## src/rtl/alu_pkg.sv

```systemverilog
// Shared definitions for the ALU driver: opcode constants, field widths and
// the FSM state encoding used by the top level.
package alu_pkg;

    localparam int OP_W  = 3;
    localparam int TAG_W = 4;

    localparam logic [OP_W-1:0] OP_ZERO = 3'b000;
    localparam logic [OP_W-1:0] OP_ADD  = 3'b001;
    localparam logic [OP_W-1:0] OP_SUB  = 3'b010;
    localparam logic [OP_W-1:0] OP_MUL  = 3'b011;
    localparam logic [OP_W-1:0] OP_AND  = 3'b100;
    localparam logic [OP_W-1:0] OP_OR   = 3'b101;
    localparam logic [OP_W-1:0] OP_NOTA = 3'b110;
    localparam logic [OP_W-1:0] OP_NOTB = 3'b111;

    typedef enum logic [1:0] {
        S_IDLE  = 2'd0,
        S_ISSUE = 2'd1,
        S_HOLD  = 2'd2
    } state_t;

endpackage

```

## src/rtl/alu_cmd_fifo.sv

```systemverilog
// Synchronous command FIFO with occupancy count; pushes into a full FIFO and
// pops from an empty one are ignored. Read data is the current head entry.
module alu_cmd_fifo #(
    parameter int WIDTH = 15,
    parameter int DEPTH = 4
) (
    input  logic                       clk,
    input  logic                       rst,
    input  logic                       push,
    input  logic [WIDTH-1:0]           push_data,
    input  logic                       pop,
    output logic [WIDTH-1:0]           pop_data,
    output logic [$clog2(DEPTH+1)-1:0] count
);

    localparam int AW = $clog2(DEPTH);
    localparam int CW = $clog2(DEPTH+1);
    localparam logic [CW-1:0] FULL = CW'(DEPTH);

    logic [WIDTH-1:0] mem [DEPTH];
    logic [AW-1:0]    wr_ptr;
    logic [AW-1:0]    rd_ptr;
    logic             do_push;
    logic             do_pop;

    assign do_push  = push && (count != FULL);
    assign do_pop   = pop && (count != '0);
    assign pop_data = mem[rd_ptr];

    // NOTE: storage is deliberately left out of reset; the pointers and count
    // alone decide which entries are valid, so stale contents are never read.
    always_ff @(posedge clk) begin
        if (do_push) mem[wr_ptr] <= push_data;
    end

    // NOTE: sequential state uses non-blocking assignments so every register
    // samples pre-edge values, independent of statement order.
    always_ff @(posedge clk or posedge rst) begin
        if (rst) begin
            wr_ptr <= '0;
            rd_ptr <= '0;
            count  <= '0;
        end else begin
            if (do_push) wr_ptr <= wr_ptr + AW'(1);
            if (do_pop)  rd_ptr <= rd_ptr + AW'(1);
            case ({do_push, do_pop})
                2'b10:   count <= count + CW'(1);
                2'b01:   count <= count - CW'(1);
                default: ;
            endcase
        end
    end

endmodule

```

## src/rtl/alu_driver.sv

```systemverilog
// Command initiator for the combinational ALU: queues commands, issues them
// one at a time on registered lines and returns each result with its tag.
module alu_driver
    import alu_pkg::*;
#(
    parameter int W     = 4,
    parameter int DEPTH = 4
) (
    input  logic                       clk,
    input  logic                       rst,
    input  logic                       cmd_valid,
    output logic                       cmd_ready,
    input  logic [W-1:0]               cmd_a,
    input  logic [W-1:0]               cmd_b,
    input  logic [OP_W-1:0]            cmd_op,
    input  logic [TAG_W-1:0]           cmd_tag,
    output logic [W-1:0]               alu_a,
    output logic [W-1:0]               alu_b,
    output logic [OP_W-1:0]            alu_opcode,
    input  logic [2*W-1:0]             alu_out,
    output logic                       rsp_valid,
    input  logic                       rsp_ready,
    output logic [2*W-1:0]             rsp_data,
    output logic [TAG_W-1:0]           rsp_tag,
    output logic                       rsp_zero,
    output logic                       busy,
    output logic [$clog2(DEPTH+1)-1:0] count
);

    localparam int CMD_W = 2*W + OP_W + TAG_W;
    localparam int CW    = $clog2(DEPTH+1);
    localparam logic [CW-1:0] FULL = CW'(DEPTH);

    state_t             state;
    state_t             next_state;
    logic               pop;
    logic [CMD_W-1:0]   head;
    logic [TAG_W-1:0]   cur_tag;

    // Ready depends only on the registered count, so a same-cycle pop never
    // opens a slot in a full FIFO.
    assign cmd_ready = (count != FULL);
    assign rsp_valid = (state == S_HOLD);
    assign busy      = (state != S_IDLE) || (count != '0);

    alu_cmd_fifo #(
        .WIDTH (CMD_W),
        .DEPTH (DEPTH)
    ) u_fifo (
        .clk       (clk),
        .rst       (rst),
        .push      (cmd_valid && cmd_ready),
        .push_data ({cmd_a, cmd_b, cmd_op, cmd_tag}),
        .pop       (pop),
        .pop_data  (head),
        .count     (count)
    );

    always_ff @(posedge clk or posedge rst) begin
        if (rst) state <= S_IDLE;
        else     state <= next_state;
    end

    // NOTE: every output of this block is given a default first, so no path
    // leaves a signal unassigned and no latch is inferred.
    always_comb begin
        next_state = state;
        pop        = 1'b0;
        case (state)
            S_IDLE: begin
                if (count != '0) begin
                    pop        = 1'b1;
                    next_state = S_ISSUE;
                end
            end
            S_ISSUE: next_state = S_HOLD;
            S_HOLD: begin
                if (rsp_ready) begin
                    if (count != '0) begin
                        pop        = 1'b1;
                        next_state = S_ISSUE;
                    end else begin
                        next_state = S_IDLE;
                    end
                end
            end
            default: next_state = S_IDLE;
        endcase
    end

    always_ff @(posedge clk or posedge rst) begin
        if (rst) begin
            alu_a      <= '0;
            alu_b      <= '0;
            alu_opcode <= '0;
            cur_tag    <= '0;
            rsp_data   <= '0;
            rsp_tag    <= '0;
            rsp_zero   <= 1'b0;
        end else begin
            if (pop) {alu_a, alu_b, alu_opcode, cur_tag} <= head;
            // ISSUE gave the ALU a full cycle to settle on the new operands.
            if (state == S_ISSUE) begin
                rsp_data <= alu_out;
                rsp_zero <= (alu_out == '0);
                rsp_tag  <= cur_tag;
            end
        end
    end

endmodule

```

## config.mk

```make
export PLATFORM = sky130hd
export DESIGN_NAME = alu_driver
export DESIGN_NICKNAME = d
export VERILOG_FILES = /design/src/rtl/alu_pkg.sv /design/src/rtl/alu_cmd_fifo.sv /design/src/rtl/alu_driver.sv
export SDC_FILE = /design/constraint.sdc
export NUM_CORES = 1
export LEC_CHECK = 0
export BUFFER_PORTS_ARGS = -buffer_cell sky130_fd_sc_hd__buf_2
export CAP_MARGIN = 20
export CORE_ASPECT_RATIO = 1.4
export CORE_UTILIZATION = 45
export DETAILED_ROUTE_END_ITERATION = 6
export PLACE_DENSITY = 0.65
export SLEW_MARGIN = 30
export SYNTH_ARGS = -nofsm -noshare
export SYNTH_HDL_FRONTEND = slang
export SYNTH_SLANG_ARGS = --single-unit
```

## constraint.sdc

```tcl
create_clock -name clk -period 2.4 [get_ports clk]
set_clock_uncertainty 0.1 [all_clocks]
set_input_delay 0.12 -clock clk [delete_from_list [all_inputs] [get_ports clk]]
set_output_delay 0.12 -clock clk [all_outputs]
set_load 0.03 [all_outputs]
```

==> results.json <==
{
  "status": "finished with violations",
  "failed_checks": "negative hold slack",
  "max_cap_violations": 0,
  "post_cts_buffers": 0,
  "gr-total-overflow": 0,
  "drive_gt1_frac": 0.4175,
  "clock_path_buffers": 2,
  "numCtsBuffers": 9,
  "synth_seq_area_share": 0.7159,
  "hold_path.class": "in -> reg",
  "finalCritPeriodShare": 0.9297,
  "regArea_um2": 2731,
  "worst-path-max-fanout": 6,
  "ys.flop_type": "edfxtp_1",
  "slew_headroom": 0.4278,
  "synthCells": 190,
  "syn_area_um2": 3810,
  "rsz0062_at_grt": "no",
  "holdWs_ns": -0.0006240,
  "start_util": 0.4647,
  "cts_sinks": 97,
  "p_leak_uw": 0.001913,
  "synth_edf_count": 60,
  "tns_ns": 0,
  "setup_viol": 0,
  "yosys_warnings": 0,
  "grt_start_max_net_pins": 38,
  "multi_input_area_um2": 994.7,
  "vias_per_cell": 5.121,
  "path_class": "reg -> reg",
  "async_flop_share": 0.3814,
  "cts_root_buf": "clkbuf_16",
  "routabilityCongestion": 0.7066,
  "vias": 1982,
  "ios": 57,
  "grt_pass1_wl_mm": 10.45,
  "die_height_um": 110.9,
  "core-area_um2": 8198,
  "dp.final_hpwl_mm": 4.078,
  "hold_violations": 1,
  "arrival_ns": 2.39,
  "endpoint_kind": "register",
  "num_antenna_cells": 0,
  "die-area_um2": 8844,
  "grt_pass1_vias": 2044,
  "antenna_found_initial": 0,
  "fill_cells": 648,
  "clkTransAtPathRegs_ns": 0.06,
  "route.detailed.drc": 0,
  "wire_per_inst_um": 17.03,
  "period_needed_ns": 2.231,
  "ys_ff_latch": 97,
  "worstMarginPinSlew_ns": 0.8582,
  "crit_top_cell": "xor2_1",
  "cts_tree": "done",
  "critPathMaxStageDelay_ns": 0.47,
  "nets": 313,
  "clock_insertion_delay_worst_skew_ns": 0.34,
  "fin_area_um2": 4736,
  "place_area_um2": 4210,
  "num_rows": 39,
  "area_growth_pct": 24.30,
  "htree_levels": 3,
  "ir_worst_vdd_uv": 711.8,
  "ant_nets": 0,
  "start_kind": "register",
  "avgSynthCellArea_um2": 20.05,
  "drt_iter0_drc": 70,
  "synth_fp_nets": 223,
  "maxSlewViolCount": 0,
  "power_density_nw_per_um2": 1346,
  "synth.distinct_cells": 28,
  "grt_usage": 0.1650,
  "dr.pass1.iters": 4,
  "worstPathCellList": "or3b_1 -> nand2_2 -> ha_1 -> inv_1 -> fa_1 -> xor2_1 -> nor2_1 -> xor2_1",
  "crit_slowest_cell": "or3b_1",
  "io_buffers": 56,
  "fmax_mhz": 448.2,
  "required_ns": 2.56,
  "drt_wl_total_mm": 6.591,
  "die_w_um": 79.77
}
==> power breakdown <==
part	total (µW)	internal [µW]	leakage [µW]	switching (µW)
logic	2460	1130	0.000792	1330
registers	2590	2350	0.000982	245
clock network	1320	728	0.000140	590
total	6370	4210	0.00191	2170
==> synthesized netlist by cell type, drive strengths merged (2+ instances only) <==
cell type	count	share of area
nor2	2	0.0020
mux2	28	0.091
nor4	2	0.0033
edfxtp	60	0.47
nand2b	2	0.0033
ha	5	0.016
inv	7	0.0069
dfrtp	37	0.24
and3	4	0.0066
clkbuf	3	0.0030
mux4	15	0.096
xnor2	2	0.0046
o21ai	2	0.0026
nor3	3	0.0082
nand2	4	0.0039
buf	5	0.014
xor2	4	0.0092
==> placed cells by master, fill, tap and decap left out, types with 3 or more instances in the layout <==
master / count
ha_1: 5
clkbuf_16: 9
dlygate4sd3_1: 25
inv_1: 7
buf_2: 56
nand2_1: 3
mux4_2: 8
xor2_1: 4
mux4_1: 7
clkinv_2: 3
dfrtp_2: 3
mux2_2: 20
edfxtp_1: 60
buf_4: 4
mux2_4: 8
dfrtp_1: 34
and3_1: 4
==> layout make-up <==
type / instances / area share
multi-input cells: 78 / 0.2100
clock inverters: 5 / 0.006341
well taps: 102 / 0.02695
flip-flops and latches: 97 / 0.5768
repair buffers: 87 / 0.1231
inverters: 7 / 0.005548
clock buffers: 11 / 0.05126
==> sequential cells by signal, indices dropped and copies added, names as in the netlist <==
signal / count
alu_b: 4
u_fifo.wr_ptr: 2
rsp_zero: 1
u_fifo.count: 3
state: 2
alu_a: 4
u_fifo.mem: 60
cur_tag: 4
u_fifo.rd_ptr: 2
alu_opcode: 3
rsp_tag: 4
rsp_data: 8
==> critical path, delay by kind of cell, from the launching register on <==
kind | cells | cell delay [ns]
fa+ha+maj | 2 | 0.55
simple gates | 3 | 0.72
buf+inv | 1 | 0.06
flops | 1 | 0.42
xor+xnor | 2 | 0.31
==> path summary, 6_finish.rpt <==
check | from | end | slack (ns) | depth (start not counted)
setup / recovery | u_fifo.count[1]$_DFFE_PP0P_ | u_fifo.count[2]$_DFFE_PP0P_ | 0.17 | 8
hold / removal | cmd_valid | u_fifo.wr_ptr[0]$_DFFE_PP0P_ | -0.0006 | 3
setup reg to reg | u_fifo.count[1]$_DFFE_PP0P_ | u_fifo.count[2]$_DFFE_PP0P_ | 0.17 | 8
hold reg to reg | rsp_zero$_DFFE_PP0N_ | rsp_zero$_DFFE_PP0N_ | 0.38 | 2
max in group asynchronous | rst | u_fifo.count[0]$_DFFE_PP0P_ | 1.50 | 4
min in group asynchronous | rst | alu_opcode[0]$_DFFE_PP0N_ | 0.33 | 4
==> layer usage <==
layer  track usage  part of all wire  up-vias
met1        0.1775              0.39     1009
met3       0.03457             0.037       14
met5             0                 0        -
met2        0.2889              0.54       52
met4        0.1000             0.028        0
li1              -                 -      907
==> kinds of logic after synthesis <==
kind of cell             count (synthesis)  share of synthesized area
AO/OA/AOI/OAI                            2                   0.002627
XOR/XNOR                                 6                    0.01379
adder cells (fa/ha/maj)                  6                    0.02168
buffers and inverters                   15                    0.02365
flip-flops                              97                     0.7159
multiplexers                            44                     0.1888
AND/OR/NAND/NOR                         20                    0.03350
==> repair_timing <==
item | in CTS | in global routing
hold buffers | 25 | 0
hold endpoints to repair | 107 | 0
resized for setup | 0 | 1
setup endpoints to repair | 0 | 1
==> stage by stage <==
stage / utilization / cells / total power, µW / setup WS (ns)
2_1_floorplan: - / 190 / 4490 / 0.02402
3_3_place_gp: 0.5108 / 344 / 4976 / 0.2235
3_5_place_dp: 0.5136 / 346 / 5104 / 0.1549
4_1_cts: 0.5774 / 387 / 6455 / 0.1354
5_1_grt: 0.5777 / 387 / 6711 / 0.01201
6_report: 0.5777 / 387 / 6374 / 0.1686
Power figures use the tool's default switching activity.
